## config.mk

```make
export PLATFORM = sky130hd
export DESIGN_NAME = ps2_key_decoder_flat
export DESIGN_NICKNAME = d
export VERILOG_FILES = /design/src/rtl/ps2_key_decoder_if.sv /design/src/rtl/ps2_key_decoder.sv /design/src/flat_wrapper.sv
export SDC_FILE = /design/constraint.sdc
export NUM_CORES = 1
export LEC_CHECK = 0
export CORE_MARGIN = 2
export CORE_UTILIZATION = 55
export DETAILED_ROUTE_END_ITERATION = 10
export PLACE_DENSITY = 0.82
export SLEW_MARGIN = 0
export SYNTH_ARGS = -nofsm -noshare
export SYNTH_HDL_FRONTEND = slang
export SYNTH_SLANG_ARGS = --single-unit
```

## constraint.sdc

```tcl
create_clock -name clk -period 5.85 [get_ports clk]
set_input_delay 1.17 -clock clk [delete_from_list [all_inputs] [get_ports clk]]
set_output_delay 1.17 -clock clk [all_outputs]
set_load 0.01 [all_outputs]
```

## src/rtl/ps2_key_decoder_if.sv

```systemverilog
// rtl/ps2_key_decoder_if.sv - PS/2 pin and decoded-key bundle for ps2_key_decoder
//   ps2_clk, ps2_data : raw PS/2 pins (async, idle high), driven by master
//   character, extended, key_make, key_break : held-key state and event pulses
//   rx_byte, rx_valid, frame_err : raw byte stream and error pulse for debug
interface ps2_key_decoder_if;
   logic       ps2_clk;
   logic       ps2_data;
   logic [7:0] character;
   logic       extended;
   logic       key_make;
   logic       key_break;
   logic [7:0] rx_byte;
   logic       rx_valid;
   logic       frame_err;

   modport master (
      output ps2_clk, ps2_data,
      input  character, extended, key_make, key_break, rx_byte, rx_valid, frame_err
   );

   modport slave (
      input  ps2_clk, ps2_data,
      output character, extended, key_make, key_break, rx_byte, rx_valid, frame_err
   );
endinterface

```

## src/rtl/ps2_key_decoder.sv

```systemverilog
// rtl/ps2_key_decoder.sv - PS/2 keyboard receiver and make/break/extended held-key decoder
//   clk   : system clock
//   reset : asynchronous, active-high
//   bus   : ps2_key_decoder_if.slave (pins in; character/extended/key_make/key_break/
//           rx_byte/rx_valid/frame_err out)
module ps2_key_decoder #(
   parameter int SYNC_STAGES = 2,
   parameter int FILTER_LEN  = 8,
   parameter int TIMEOUT_CYC = 200000
) (
   input logic              clk,
   input logic              reset,
   ps2_key_decoder_if.slave bus
);

   localparam int FW = $clog2(FILTER_LEN + 1);
   localparam int TW = $clog2(TIMEOUT_CYC);
   localparam logic [FW-1:0] F_LAST = FW'(FILTER_LEN - 1);
   localparam logic [TW-1:0] T_LAST = TW'(TIMEOUT_CYC - 1);

   typedef enum logic [1:0] {IDLE, DATA, PARITY, STOP} state_t;

   logic [SYNC_STAGES-1:0] clk_sync, data_sync;
   logic                   clk_s, data_s;
   logic                   filt;
   logic [FW-1:0]          fcnt;
   logic                   fall;

   state_t        state, state_n;
   logic [2:0]    bitcnt, bitcnt_n;
   logic [7:0]    sr, sr_n;
   logic          par, par_n;
   logic          good, err;
   logic [TW-1:0] tcnt;

   logic [7:0] rx_byte_q, character_q;
   logic       rx_valid_q, frame_err_q, extended_q, key_make_q, key_break_q;
   logic       break_pend, ext_pend;

   // Synchronisers reset to the idle-high line level so reset never fakes a fall.
   always_ff @(posedge clk or posedge reset) begin
      if (reset) begin
         clk_sync  <= '1;
         data_sync <= '1;
      end else begin
         clk_sync  <= {clk_sync[SYNC_STAGES-2:0], bus.ps2_clk};
         data_sync <= {data_sync[SYNC_STAGES-2:0], bus.ps2_data};
      end
   end

   assign clk_s  = clk_sync[SYNC_STAGES-1];
   assign data_s = data_sync[SYNC_STAGES-1];

   // Filtered clock only moves after FILTER_LEN consecutive samples disagreeing with it.
   always_ff @(posedge clk or posedge reset) begin
      if (reset) begin
         filt <= 1'b1;
         fcnt <= '0;
      end else if (clk_s == filt) begin
         fcnt <= '0;
      end else if (fcnt == F_LAST) begin
         filt <= clk_s;
         fcnt <= '0;
      end else begin
         fcnt <= fcnt + 1'b1;
      end
   end

   // Strobe in the same cycle the filtered level drops, so data_s is sampled alongside it.
   assign fall = filt & ~clk_s & (fcnt == F_LAST);

   always_comb begin
      state_n  = state;
      bitcnt_n = bitcnt;
      sr_n     = sr;
      par_n    = par;
      good     = 1'b0;
      err      = 1'b0;
      case (state)
         IDLE: if (fall && !data_s) begin
            state_n  = DATA;
            bitcnt_n = 3'd0;
         end
         DATA: if (fall) begin
            sr_n     = {data_s, sr[7:1]};
            bitcnt_n = bitcnt + 3'd1;
            if (bitcnt == 3'd7) state_n = PARITY;
         end
         PARITY: if (fall) begin
            par_n   = data_s;
            state_n = STOP;
         end
         STOP: if (fall) begin
            if (data_s && (^{sr, par})) good = 1'b1;
            else                        err  = 1'b1;
            state_n = IDLE;
         end
         default: state_n = IDLE;
      endcase
      // A fall in the same cycle keeps the frame alive.
      if (state != IDLE && !fall && tcnt == T_LAST) begin
         state_n = IDLE;
         err     = 1'b1;
      end
   end

   always_ff @(posedge clk or posedge reset) begin
      if (reset) begin
         state       <= IDLE;
         bitcnt      <= '0;
         sr          <= '0;
         par         <= 1'b0;
         tcnt        <= '0;
         rx_byte_q   <= '0;
         rx_valid_q  <= 1'b0;
         frame_err_q <= 1'b0;
      end else begin
         state       <= state_n;
         bitcnt      <= bitcnt_n;
         sr          <= sr_n;
         par         <= par_n;
         tcnt        <= (state == IDLE || fall) ? '0 : tcnt + 1'b1;
         rx_valid_q  <= good;
         frame_err_q <= err;
         if (good) rx_byte_q <= sr;
      end
   end

   // Scan-code layer: consumes each accepted byte one cycle after rx_valid.
   always_ff @(posedge clk or posedge reset) begin
      if (reset) begin
         character_q <= '0;
         extended_q  <= 1'b0;
         key_make_q  <= 1'b0;
         key_break_q <= 1'b0;
         break_pend  <= 1'b0;
         ext_pend    <= 1'b0;
      end else begin
         key_make_q  <= 1'b0;
         key_break_q <= 1'b0;
         if (rx_valid_q) begin
            case (rx_byte_q)
               8'hF0: break_pend <= 1'b1;
               8'hE0: ext_pend   <= 1'b1;
               8'hAA, 8'hFA, 8'hEE, 8'hFC, 8'h00, 8'hFF: ;
               default: begin
                  if (break_pend) begin
                     if (rx_byte_q == character_q && ext_pend == extended_q) begin
                        character_q <= '0;
                        extended_q  <= 1'b0;
                        key_break_q <= 1'b1;
                     end
                     break_pend <= 1'b0;
                     ext_pend   <= 1'b0;
                  end else begin
                     character_q <= rx_byte_q;
                     extended_q  <= ext_pend;
                     key_make_q  <= 1'b1;
                     ext_pend    <= 1'b0;
                  end
               end
            endcase
         end
      end
   end

   assign bus.character = character_q;
   assign bus.extended  = extended_q;
   assign bus.key_make  = key_make_q;
   assign bus.key_break = key_break_q;
   assign bus.rx_byte   = rx_byte_q;
   assign bus.rx_valid  = rx_valid_q;
   assign bus.frame_err = frame_err_q;

endmodule

```

## src/flat_wrapper.sv

```systemverilog
// flat-port wrapper written by rule: the top's interface ports become plain ports
module ps2_key_decoder_flat 
#(
   parameter int SYNC_STAGES = 2,
   parameter int FILTER_LEN  = 8,
   parameter int TIMEOUT_CYC = 200000
)
  (clk, reset, bus_ps2_clk, bus_ps2_data, bus_character, bus_extended, bus_key_make, bus_key_break, bus_rx_byte, bus_rx_valid, bus_frame_err);
  ps2_key_decoder_if bus_i ();
  input logic clk;
  input logic reset;
  input wire logic [$bits(bus_i.ps2_clk)-1:0] bus_ps2_clk;
  input wire logic [$bits(bus_i.ps2_data)-1:0] bus_ps2_data;
  output wire logic [$bits(bus_i.character)-1:0] bus_character;
  output wire logic [$bits(bus_i.extended)-1:0] bus_extended;
  output wire logic [$bits(bus_i.key_make)-1:0] bus_key_make;
  output wire logic [$bits(bus_i.key_break)-1:0] bus_key_break;
  output wire logic [$bits(bus_i.rx_byte)-1:0] bus_rx_byte;
  output wire logic [$bits(bus_i.rx_valid)-1:0] bus_rx_valid;
  output wire logic [$bits(bus_i.frame_err)-1:0] bus_frame_err;
  assign bus_i.ps2_clk = bus_ps2_clk;
  assign bus_i.ps2_data = bus_ps2_data;
  assign bus_character = bus_i.character;
  assign bus_extended = bus_i.extended;
  assign bus_key_make = bus_i.key_make;
  assign bus_key_break = bus_i.key_break;
  assign bus_rx_byte = bus_i.rx_byte;
  assign bus_rx_valid = bus_i.rx_valid;
  assign bus_frame_err = bus_i.frame_err;
  ps2_key_decoder #(.SYNC_STAGES(SYNC_STAGES), .FILTER_LEN(FILTER_LEN), .TIMEOUT_CYC(TIMEOUT_CYC)) u_core (.clk(clk), .reset(reset), .bus(bus_i));
endmodule
```

* Word-level counts from Yosys, hierarchy flattened *
Index checks and enable logic that the tools add are counted.

word-level totals
  input bits = 4
  output and inout bits = 21
  register bits after elaboration = 64
  word-level logic and storage cells = 109

operators by class
  reductions and logical operators = 24
  bitwise gates (word level) = 7
  add/sub/neg operators = 3
  eq/ne operators = 24
  multiplexer cells = 33

operator list
  cell                                           count
  equality test 8 bit, second input constant     7
  adder 18 x 1 -> 18 bit, second input constant  1
  equality test 18 bit, second input constant    1
  two-way mux 18 bit                             1
  two-way mux 1 bit                              16
  two-way mux 8 bit                              2
  != test 3 x 1 -> 1 bit, second input constant  5
  OR reduction 7 bit                             2
  two-way mux 2 bit                              6
  AND reduction 2 bit                            5
  XOR reduction 9 bit                            1
  equality test 8 bit                            1
  logical NOT 8 bit                              1
  two-way mux 4 bit                              2
  case mux 2 bit (4 select lines)                1
  OR reduction 8 bit                             1
  two-way mux 3 bit                              2
  case mux 3 bit (2 select lines)                1
  AND reduction 3 bit                            2
  logical AND 1 bit                              5
  inverter 1 bit                                 5
  AND reduction 5 bit                            1
  adder 4 x 1 -> 4 bit, second input constant    1
  equality test 2 bit, second input constant     2
  other kinds (13)                               19

* Longest topological paths before layout *
Gate-level depths: netlist of run 1.

  depth in word-level cells = 8
  mapped depth = 8
  gate-level depth less buffers = 7

* Worst setup path before layout of run 1 *
No wires, ideal clock.

  kind = reg-to-reg
  from = register u_core.sr[2]
  to = register u_core.rx_byte_q[0] (netlist: u_core.bus.rx_byte[0])
  arrival = 1.778 ns
  clock period less this slack = 1.903 ns
  cell stages (with the launch flop) = 7
  slack = 3.947 ns
  path buffers = 1
  library setup time = 0.125 ns
  required time = 5.725 ns
  cell sequence = dfrtp_1 -> xnor2_1 -> xnor3_1 -> xnor2_1 -> and4_1 -> buf_6 -> mux2_4

on the way
  longest elaborated chain between the ends = 5

RTL lines
  item                      RTL line                text
  start: declaration        ps2_key_decoder.sv:31   logic [7:0] sr, sr_n;
  start signal: assignment  ps2_key_decoder.sv:120  sr <= sr_n;
  XOR reduction 9 bit       ps2_key_decoder.sv:94   if (data_s && (^{sr, par})) good = 1'b1;
  logical AND 1 bit         ps2_key_decoder.sv:94
  two-way mux 1 bit         ps2_key_decoder.sv:94
  two-way mux 1 bit         ps2_key_decoder.sv:93   STOP: if (fall) begin
  two-way mux 1 bit         ps2_key_decoder.sv:79   case (state)
  named net u_core.good     ps2_key_decoder.sv:33   logic good, err;
  end signal: assignment    ps2_key_decoder.sv:125  if (good) rx_byte_q <= sr;
  end: declaration          ps2_key_decoder.sv:36   logic [7:0] rx_byte_q, character_q;

The timed path passes the listed nets, and every way through them passes these cells.
A chain may end at the register's enable or synchronous reset.

* Worst setup path after layout of run 1 *
  from = register u_core.rx_byte_q[4] (netlist: u_core.bus.rx_byte[4])
  to = output port bus_rx_byte[4]

RTL lines
  item              RTL line            text
  end: declaration  flat_wrapper.sv:18  output wire logic [$bits(bus_i.rx_byte)-1:0] bus_rx_byte;

No word-level cell between the ends.

==> results.yml, run 1 <==
run_status:
  status: "complete, no violations"
synthesis:
  synthTopCellsByArea: "dfrtp_1 47%, xnor2_1 4.7%, xor2_1 4.4%"
  synth_top_flop_cell: "dfrtp_1"
  synth_edf_count: 0
  synth.distinct_cells: 44
  async_flop_share_pct: 100
  yosys.area.top_type: "dfrtp_1"
  seq_area_frac_synth_pct: 51.1
  synth_nets: 292
  syn_area_um2: 3150
  avgSynthCellArea_um2: 11.3
  synth_seq_cells: 64
  synth_top_area_share_pct: 46.9
  yosys_warnings: 0
  netlist_instances: 278
cells_and_area:
  final_cell_mix: "59 x dfrtp_1, 25 x nor2_1, 24 x clkdlybuf4s50_1, 17 x xnor2_1"
  nets: 316
  final_common_cell: "dfrtp_1"
  design_area_um2: 3640
  drive_gt1_share_pct: 16.6
  fill_cells: 403
  area_delta_synth_final_pct: 15.6
  n_antenna_cell: 0
  final_cells: 379
floorplanning:
  pin_count: 25
  num_rows: 27
  die_x_um: 79.7
  initial_core_util_pct: 57.2
  core_um2: 5510
  die_y_um: 79.7
  design.die.area_um2: 6350
sta:
  clock_skew_ns: 0.00810
  worst_pin_slew_ns: 0.781
  relSlewSlack_pct: 47.9
  period_minus_slack_ns: 2.70
  grt_setup_unrepaired: "no"
  maxSlewViolCount: 0
  setup_viol: 0
  finalSetupTns_ns: 0
  min_period_over_period_pct: 46.2
  timing.fmax_mhz: 370
  hold_violations: 0
  fin_hold_ws_ns: 0.353
cts:
  postCtsSetupRepairBufs: 0
  cts_root_buf: "clkbuf_8"
  cts_resized: 0
  clockBufferDepth: 2
  cts.sink_count: 64
  hold_buffers: 0
  clkLatencyLatePin_ns: 0.34
  cts_tree: "done"
  clk_pin_slew_ns: 0.08
  cts_made_buffers: 9
  htreeDepth: 3
job:
  max_cap_viol_count: 0
power_and_ir_drop:
  leakage_nw: 1.68
  p_total_mw: 1.07
  power.density_nw_per_um2: 295
  ir_drop_v: 0.000168
grt:
  grt_overflow_total: 0
  antenna_found_initial: 0
  top_usage_layer: "met2"
  grt_pass1_wl_um: 10200
  grt_use_met2_pct: 35.3
  met1_usage_pct: 25.6
  first_global_vias: 2166
  grtUsageTotal_pct: 21.0
  grt_max_degree: 65
  met3_usage_pct: 3.51
worst_setup_path:
  r2r_start: "u_core.bus.rx_byte[4]$_DFFE_PP0P_"
  max_stage_delay_ns: 0.61
  reg2reg_to: "u_core.bus.character[3]$_DFFE_PP0P_"
  cp-start-kind: "flip-flop"
  crit_chain: "clkdlybuf4s50_1"
  endpoint: "bus_rx_byte[4]"
  cp-startpoint: "u_core.bus.rx_byte[4]$_DFFE_PP0P_"
  critPathKind: "reg2out"
  cp_top_family: "buffers and inverters"
  cp-end-kind: "primary output"
  crit_cells: 1
  rrSetupSlack_ns: 3.61
  cp_slowest_cell: "clkdlybuf4s50_1"
  cp.buffers_inverters: 1
  cp_max_fo: 10
  reg2reg_depth: 5
  worstPathRequired_ns: 4.68
  crit_arrival_ns: 1.53
place:
  dp.cells: 363
  place.gp.congestion: 0.800
  postPlaceCellArea_um2: 3420
  port_buffers: 24
  dp_hpwl_um: 3880
detailed_routing:
  drt_first_pass_iters: 4
  drt_drc_violations_left: 0
  wl_um: 5760
  ant_nets: 0
  wl_per_cell_um: 15.2
  drtIter0Drc: 132
  via_per_inst: 5.75
  via_count: 2178
hold_path:
  min_path_cells: 0
  hold_path_class: "reg2reg"
final cells by class:
cell class | count | area (µm²) | area share (%)
well taps | 72 | 90.1 | 2.47
inverters | 8 | 30.0 | 0.825
clock buffers | 9 | 124 | 3.40
clock inverters | 7 | 96.3 | 2.65
multi-input cells | 194 | 1450 | 39.7
repair buffers | 25 | 248 | 6.80
flip-flops and latches | 64 | 1610 | 44.2
routing by layer:
| layer | share of wire (%) | wire length (µm) |
|---|---|---|
| met2 | 50 | 2910 |
| met1 | 44 | 2520 |
| met4 | 2.4 | 138 |
| met3 | 3.4 | 196 |
| met5 | 0 | 0 |
sequential cells by signal (all words and copies together), names as in the netlist:
| register | flops |
|---|---|
| u_core.state | 2 |
| u_core.bus.rx_valid | 1 |
| u_core.clk_sync | 2 |
| u_core.bus.key_make | 1 |
| u_core.bus.rx_byte | 8 |
| u_core.bus.key_break | 1 |
| u_core.filt | 1 |
| u_core.bus.extended | 1 |
| u_core.data_sync | 2 |
| u_core.fcnt | 4 |
| u_core.tcnt | 18 |
| u_core.sr | 8 |
| u_core.par | 1 |
| u_core.break_pend | 1 |
| u_core.bus.frame_err | 1 |
| u_core.bitcnt | 3 |
| u_core.bus.character | 8 |
| u_core.ext_pend | 1 |
cells by family after synthesis:
| logic type | count (synthesis) | synth area share, % |
|---|---|---|
| xor+xnor | 34 | 9.89 |
| buf+inv | 20 | 3.06 |
| flops | 64 | 51.1 |
| mux | 17 | 7.03 |
| compound gates | 34 | 8.11 |
| fa+ha+maj | 10 | 3.97 |
| simple gates | 99 | 16.9 |
cells in the mapped netlist (3+ instances only):
master    instances
inv_1             8
dfstp_2           5
dfrtp_1          59
a31oi_1           3
a21bo_1           3
mux2_2            9
nand4_1          16
xnor2_1          17
nor2_1           25
a21bo_2           6
clkbuf_1          7
xor2_1           16
ha_1             10
nand2_1          13
nand3_1          15
mux2_4            8
nor3_1            5
o21ai_0           7
and3_1            5
nor4_1            5
a21oi_1           5
power breakdown:
group	switching, mW	total, mW	internal, mW
clock network	0.180	0.420	0.239
registers	0.0236	0.495	0.471
logic	0.101	0.160	0.0590
stage by stage:
step | setup slack [ns] | util (%)
2_1_floorplan | 3.09 | -
3_3_place_gp | 3.54 | 62.1
3_5_place_dp | 3.54 | 62.1
4_1_cts | 3.16 | 66.1
5_1_grt | 3.11 | 66.1
6_report | 3.15 | 66.1
worst min-delay path by stage:
| stage | from | endpoint | slack (ns) |
|---|---|---|---|
| global placement | u_core.data_sync[0]$_DFF_PP1_ | u_core.data_sync[1]$_DFF_PP1_ | 0.35 |
| detailed placement | u_core.data_sync[0]$_DFF_PP1_ | u_core.data_sync[1]$_DFF_PP1_ | 0.35 |
| finish | u_core.clk_sync[0]$_DFF_PP1_ | u_core.clk_sync[1]$_DFF_PP1_ | 0.35 |
| CTS | u_core.clk_sync[0]$_DFF_PP1_ | u_core.clk_sync[1]$_DFF_PP1_ | 0.36 |
| floorplan | u_core.clk_sync[0]$_DFF_PP1_ | u_core.clk_sync[1]$_DFF_PP1_ | 0.35 |
| global route | u_core.clk_sync[0]$_DFF_PP1_ | u_core.clk_sync[1]$_DFF_PP1_ | 0.36 |
Note: power is estimated with default switching activity, not from simulation.
==> run 2: changes to the inputs <==
==> constraint.sdc (replaced) <==
create_clock -name clk -period 2.69 [get_ports clk]
set_input_delay 0.538 -clock clk [delete_from_list [all_inputs] [get_ports clk]]
set_output_delay 0.538 -clock clk [all_outputs]
set_load 0.01 [all_outputs]
==> results.yml, run 2 (same netlist as run 1, synthesis figures left out) <==
detailed_routing:
  drt_drc_violations_left: 0
  drt_first_pass_iters: 4
  wl_um: 5350
  ant_nets: 0
  via_per_inst: 5.56
  wl_per_cell_um: 14.1
  via_count: 2112
  drtIter0Drc: 136
grt:
  first_global_vias: 2021
  met1_usage_pct: 26.7
  grt_use_met2_pct: 29.3
  grt_overflow_total: 0
  grt_pass1_wl_um: 9490
  top_usage_layer: "met2"
  antenna_found_initial: 0
  grtUsageTotal_pct: 19.3
  met3_usage_pct: 4.75
  grt_max_degree: 65
cells_and_area:
  final_common_cell: "dfrtp_1"
  multi_input_area_um2: 1450
  n_antenna_cell: 0
  area_delta_synth_final_pct: 16.2
  nets: 317
  fin_util_pct: 66.5
  final_cell_mix: "59 x dfrtp_1, 25 x nor2_1, 24 x clkdlybuf4s50_1, 17 x xnor2_1"
  drive_gt1_share_pct: 16.9
  fill_cells: 398
  largest_register: "u_core.tcnt"
  seqCellArea_um2: 1610
  largest_reg_flops: 18
worst_setup_path:
  crit_arrival_ns: 2.43
  crit_chain: "xnor2_1 > xnor3_1 > xnor2_1 > and4_1 > mux2_4"
  rrSetupSlack_ns: 0.48
  critPathKind: "reg2reg"
  cp_max_fo: 9
  worstPathRequired_ns: 2.91
  max_stage_delay_ns: 0.57
  cp-end-kind: "flip-flop"
  reg2reg_to: "u_core.bus.rx_byte[0]$_DFFE_PP0P_"
  crit_cells: 5
  reg2reg_depth: 5
  r2r_start: "u_core.sr[2]$_DFFE_PP0P_"
  cp.buffers_inverters: 0
  cp_top_family: "XOR/XNOR gates"
  crit_top_cell: "xnor2_1"
  cp-start-kind: "flip-flop"
  cp_slowest_cell: "and4_1"
floorplanning:
  die_x_um: 79.7
  die_y_um: 79.7
  num_rows: 27
  pin_count: 25
  design.die.area_um2: 6350
  initial_core_util_pct: 57.2
  core_um2: 5510
sta:
  min_period_over_period_pct: 82.1
  hold_violations: 0
  relSlewSlack_pct: 64.1
  grt_setup_unrepaired: "no"
  clock_skew_ns: 0.00860
  worst_pin_slew_ns: 0.538
  setup_viol: 0
  finalSetupTns_ns: 0
  period_minus_slack_ns: 2.21
  maxSlewViolCount: 0
  timing.fmax_mhz: 453
power_and_ir_drop:
  ir_drop_v: 0.000422
  leakage_nw: 1.69
  p_total_mw: 2.31
  power.density_nw_per_um2: 632
cts:
  postCtsSetupRepairBufs: 0
  cts_resized: 0
  clkLatencyLatePin_ns: 0.33
  cts_root_buf: "clkbuf_8"
  cts_tree: "done"
  hold_buffers: 0
  clk_pin_slew_ns: 0.07
  cts.sink_count: 64
  htreeDepth: 3
  cts_made_buffers: 9
  clockBufferDepth: 2
place:
  dp_hpwl_um: 3710
  place.gp.congestion: 0.791
  port_buffers: 24
hold_path:
  hold_path_class: "reg2reg"
  whs_endpoint: "u_core.data_sync[1]$_DFF_PP1_"
  hp-start: "u_core.data_sync[0]$_DFF_PP1_"
  min_path_cells: 0
run_status:
  status: "complete, no violations"
job:
  max_cap_viol_count: 0
run 2: cell types whose count changed in the layout (fill, tap and decap cells not counted):
cell    previous run  this run
buf_12             0         1
run 2: layout make-up:
type	count	area share (%)
Clock inverter	7	2.63
Tap cell	72	2.46
Inverter	8	0.820
Clock buffer	9	3.38
Timing Repair Buffer	26	7.31
Multi-Input combinational cell	194	39.5
Sequential cell	64	43.9
run 2: worst max-delay path by stage:
| stage | to | startpoint |
|---|---|---|
| 3_3_place_gp | u_core.bus.rx_byte[4]$_DFFE_PP0P_ | u_core.sr[2]$_DFFE_PP0P_ |
| 3_5_place_dp | u_core.bus.rx_byte[7]$_DFFE_PP0P_ | u_core.sr[2]$_DFFE_PP0P_ |
| 6_report | u_core.bus.rx_byte[0]$_DFFE_PP0P_ | u_core.sr[2]$_DFFE_PP0P_ |
| 2_1_floorplan | u_core.bitcnt[0]$_DFFE_PP0P_ | reset |
| 5_1_grt | u_core.bus.rx_byte[0]$_DFFE_PP0P_ | u_core.sr[2]$_DFFE_PP0P_ |
| 4_1_cts | u_core.bus.rx_byte[0]$_DFFE_PP0P_ | u_core.sr[2]$_DFFE_PP0P_ |
run 2: routing by layer:
layer | vias to the layer above | wire length [µm]
met2 | 45 | 2510
met4 | 0 | 69
li1 | 1034 | -
met1 | 1028 | 2540
met5 | - | 0
met3 | 5 | 224
run 2: stage by stage:
step / setup slack [ns] / instances / area, µm² / hold slack (ns)
after floorplan: 0.562 / 278 / 3150 / 0.345
after global placement: 0.527 / 364 / 3440 / 0.346
after detailed placement: 0.484 / 364 / 3440 / 0.347
after CTS: 0.460 / 380 / 3660 / 0.357
after global routing: 0.323 / 380 / 3660 / 0.362
final: 0.482 / 380 / 3660 / 0.356
run 2: power by group:
group	internal [mW]	switching, mW	leakage [nW]
clock	0.521	0.376	0.101
sequential	1.02	0.0516	0.868
combinational	0.129	0.210	0.723
==> run 3: changes to the inputs <==
==> constraint.sdc (replaced) <==
create_clock -name clk -period 2.2 [get_ports clk]
set_input_delay 0.44 -clock clk [delete_from_list [all_inputs] [get_ports clk]]
set_output_delay 0.44 -clock clk [all_outputs]
set_load 0.01 [all_outputs]
==> results.yml, run 3 (same netlist as run 1, synthesis figures left out) <==
run_status:
  status: "complete, no violations"
place:
  dp_hpwl_um: 3900
  dp.cells: 369
  port_buffers: 24
  place.gp.congestion: 0.819
power_and_ir_drop:
  power_frac_clock_pct: 37.1
  p_int_mw: 1.99
  ir_drop_v: 0.000514
  p_switching_uw: 788
  p_comb_share_pct: 15.6
  power.density_nw_per_um2: 752
  leakage_nw: 1.72
  p_sw_share_pct: 28.3
  pwr-share-seq_pct: 47.3
detailed_routing:
  dr_wl_met3_um: 278
  wl_met2_um: 2690
  top_layer: "met4"
  drtIter0Drc: 154
  drt_drc_violations_left: 0
  drt_first_pass_iters: 7
  via_per_inst: 5.62
  wl_met1_um: 2580
  wl_um: 5700
  wl_per_cell_um: 14.8
  via_count: 2165
  ant_nets: 0
cells_and_area:
  drive_gt1_share_pct: 18.2
  fin_util_pct: 67.1
  final_common_cell: "dfrtp_1"
  largest_register: "u_core.tcnt"
  nets: 322
  area_delta_synth_final_pct: 17.4
  largest_reg_flops: 18
  final_cells: 385
  final_cell_mix: "59 x dfrtp_1, 25 x nor2_1, 24 x clkdlybuf4s50_1, 17 x xnor2_1"
  n_antenna_cell: 0
floorplanning:
  die_x_um: 79.7
  die_y_um: 79.7
  initial_core_util_pct: 57.2
  design.die.area_um2: 6350
  core_um2: 5510
  num_rows: 27
  pin_count: 25
hold_path:
  hold_path_class: "reg2reg"
  min_path_cells: 0
cts:
  htreeDepth: 3
  clockBufferDepth: 2
  cts.sink_count: 64
  hold_buffers: 0
  clkLatencyLatePin_ns: 0.35
  cts_tree: "done"
  clk_pin_slew_ns: 0.07
  cts_made_buffers: 9
  postCtsSetupRepairBufs: 0
  cts_root_buf: "clkbuf_8"
  cts_resized: 0
sta:
  min_period_over_period_pct: 92.9
  hold_violations: 0
  setup_viol: 0
  finalSetupTns_ns: 0
  grt_setup_unrepaired: "no"
  relSlewSlack_pct: 64.2
  period_minus_slack_ns: 2.04
  clock_skew_ns: 0.00811
  worst_pin_slew_ns: 0.530
  maxSlewViolCount: 0
  timing.fmax_mhz: 489
worst_setup_path:
  cp-end-kind: "flip-flop"
  rrSetupSlack_ns: 0.16
  cp.buffers_inverters: 1
  cp-start-kind: "flip-flop"
  crit_chain: "nand3_1 > o41ai_1 > nor4b_4 > buf_4 > and2_1 > and3_1"
  cp_max_fo: 8
  cp_top_family: "simple AND/OR/NAND/NOR gates"
  worstPathRequired_ns: 2.44
  max_stage_delay_ns: 0.57
  cp_slowest_cell: "o41ai_1"
  reg2reg_depth: 6
  crit_cells: 6
  crit_arrival_ns: 2.29
  critPathKind: "reg2reg"
grt:
  antenna_found_initial: 0
  grt_overflow_total: 0
  grt_max_degree: 65
  grt_pass1_wl_um: 9460
  first_global_vias: 2047
  grtUsageTotal_pct: 20.1
job:
  max_cap_viol_count: 0
## run 3: worst reg2reg max path, stage by stage, from the launching register on
cell,delay (ns)
dfrtp_1,0.52
nand3_1,0.16
o41ai_1,0.57
nor4b_4,0.14
buf_4,0.19
and2_1,0.19
and3_1,0.17
## run 3: worst paths after layout
path                                                         from                              to
worst min-delay path                u_core.data_sync[0]$_DFF_PP1_   u_core.data_sync[1]$_DFF_PP1_
worst min register to register      u_core.data_sync[0]$_DFF_PP1_   u_core.data_sync[1]$_DFF_PP1_
worst max register to register  u_core.bus.rx_byte[6]$_DFFE_PP0P_  u_core.bus.key_break$_DFF_PP0_
worst max-delay path            u_core.bus.rx_byte[6]$_DFFE_PP0P_  u_core.bus.key_break$_DFF_PP0_
max in group asynchronous                                   reset    u_core.clk_sync[0]$_DFF_PP1_
min in group asynchronous                                   reset        u_core.tcnt[6]$_DFF_PP0_
## run 3: metrics by stage
stage               total power, mW  worst slack (ns)  hold WS, ns  cell area (µm²)
finish                         2.78             0.156        0.356             3700
detailed placement             1.76             0.168        0.347             3490
CTS                            2.80             0.145        0.357             3700
global route                   2.93            0.0447        0.362             3700
floorplan                      1.66             0.170        0.345             3150
global placement               1.74             0.214        0.346             3490
## run 3: metal layers
| metal | GRT usage (%) | up-vias |
|---|---|---|
| li1 | - | 1036 |
| met1 | 25.6 | 1057 |
| met3 | 5.88 | 13 |
| met5 | 0 | - |
| met2 | 30.6 | 59 |
| met4 | 11.2 | 0 |
## run 3: cell type report
cell class,count,area [µm²]
flip-flops and latches,64,1610
well taps,72,90.1
fillers,415,1810
clock inverters,5,55.1
clock buffers,11,151
inverters,8,30.0
repair buffers,31,318
multi-input cells,194,1450
## run 3: power groups by stage
stage | combinational [mW] | sequential [mW] | clock (mW)
after floorplan | 0.340 | 1.32 | 0
after global placement | 0.411 | 1.33 | 0
after detailed placement | 0.426 | 1.33 | 0
after global routing | 0.494 | 1.33 | 1.11
final | 0.433 | 1.31 | 1.03
after CTS | 0.439 | 1.31 | 1.05
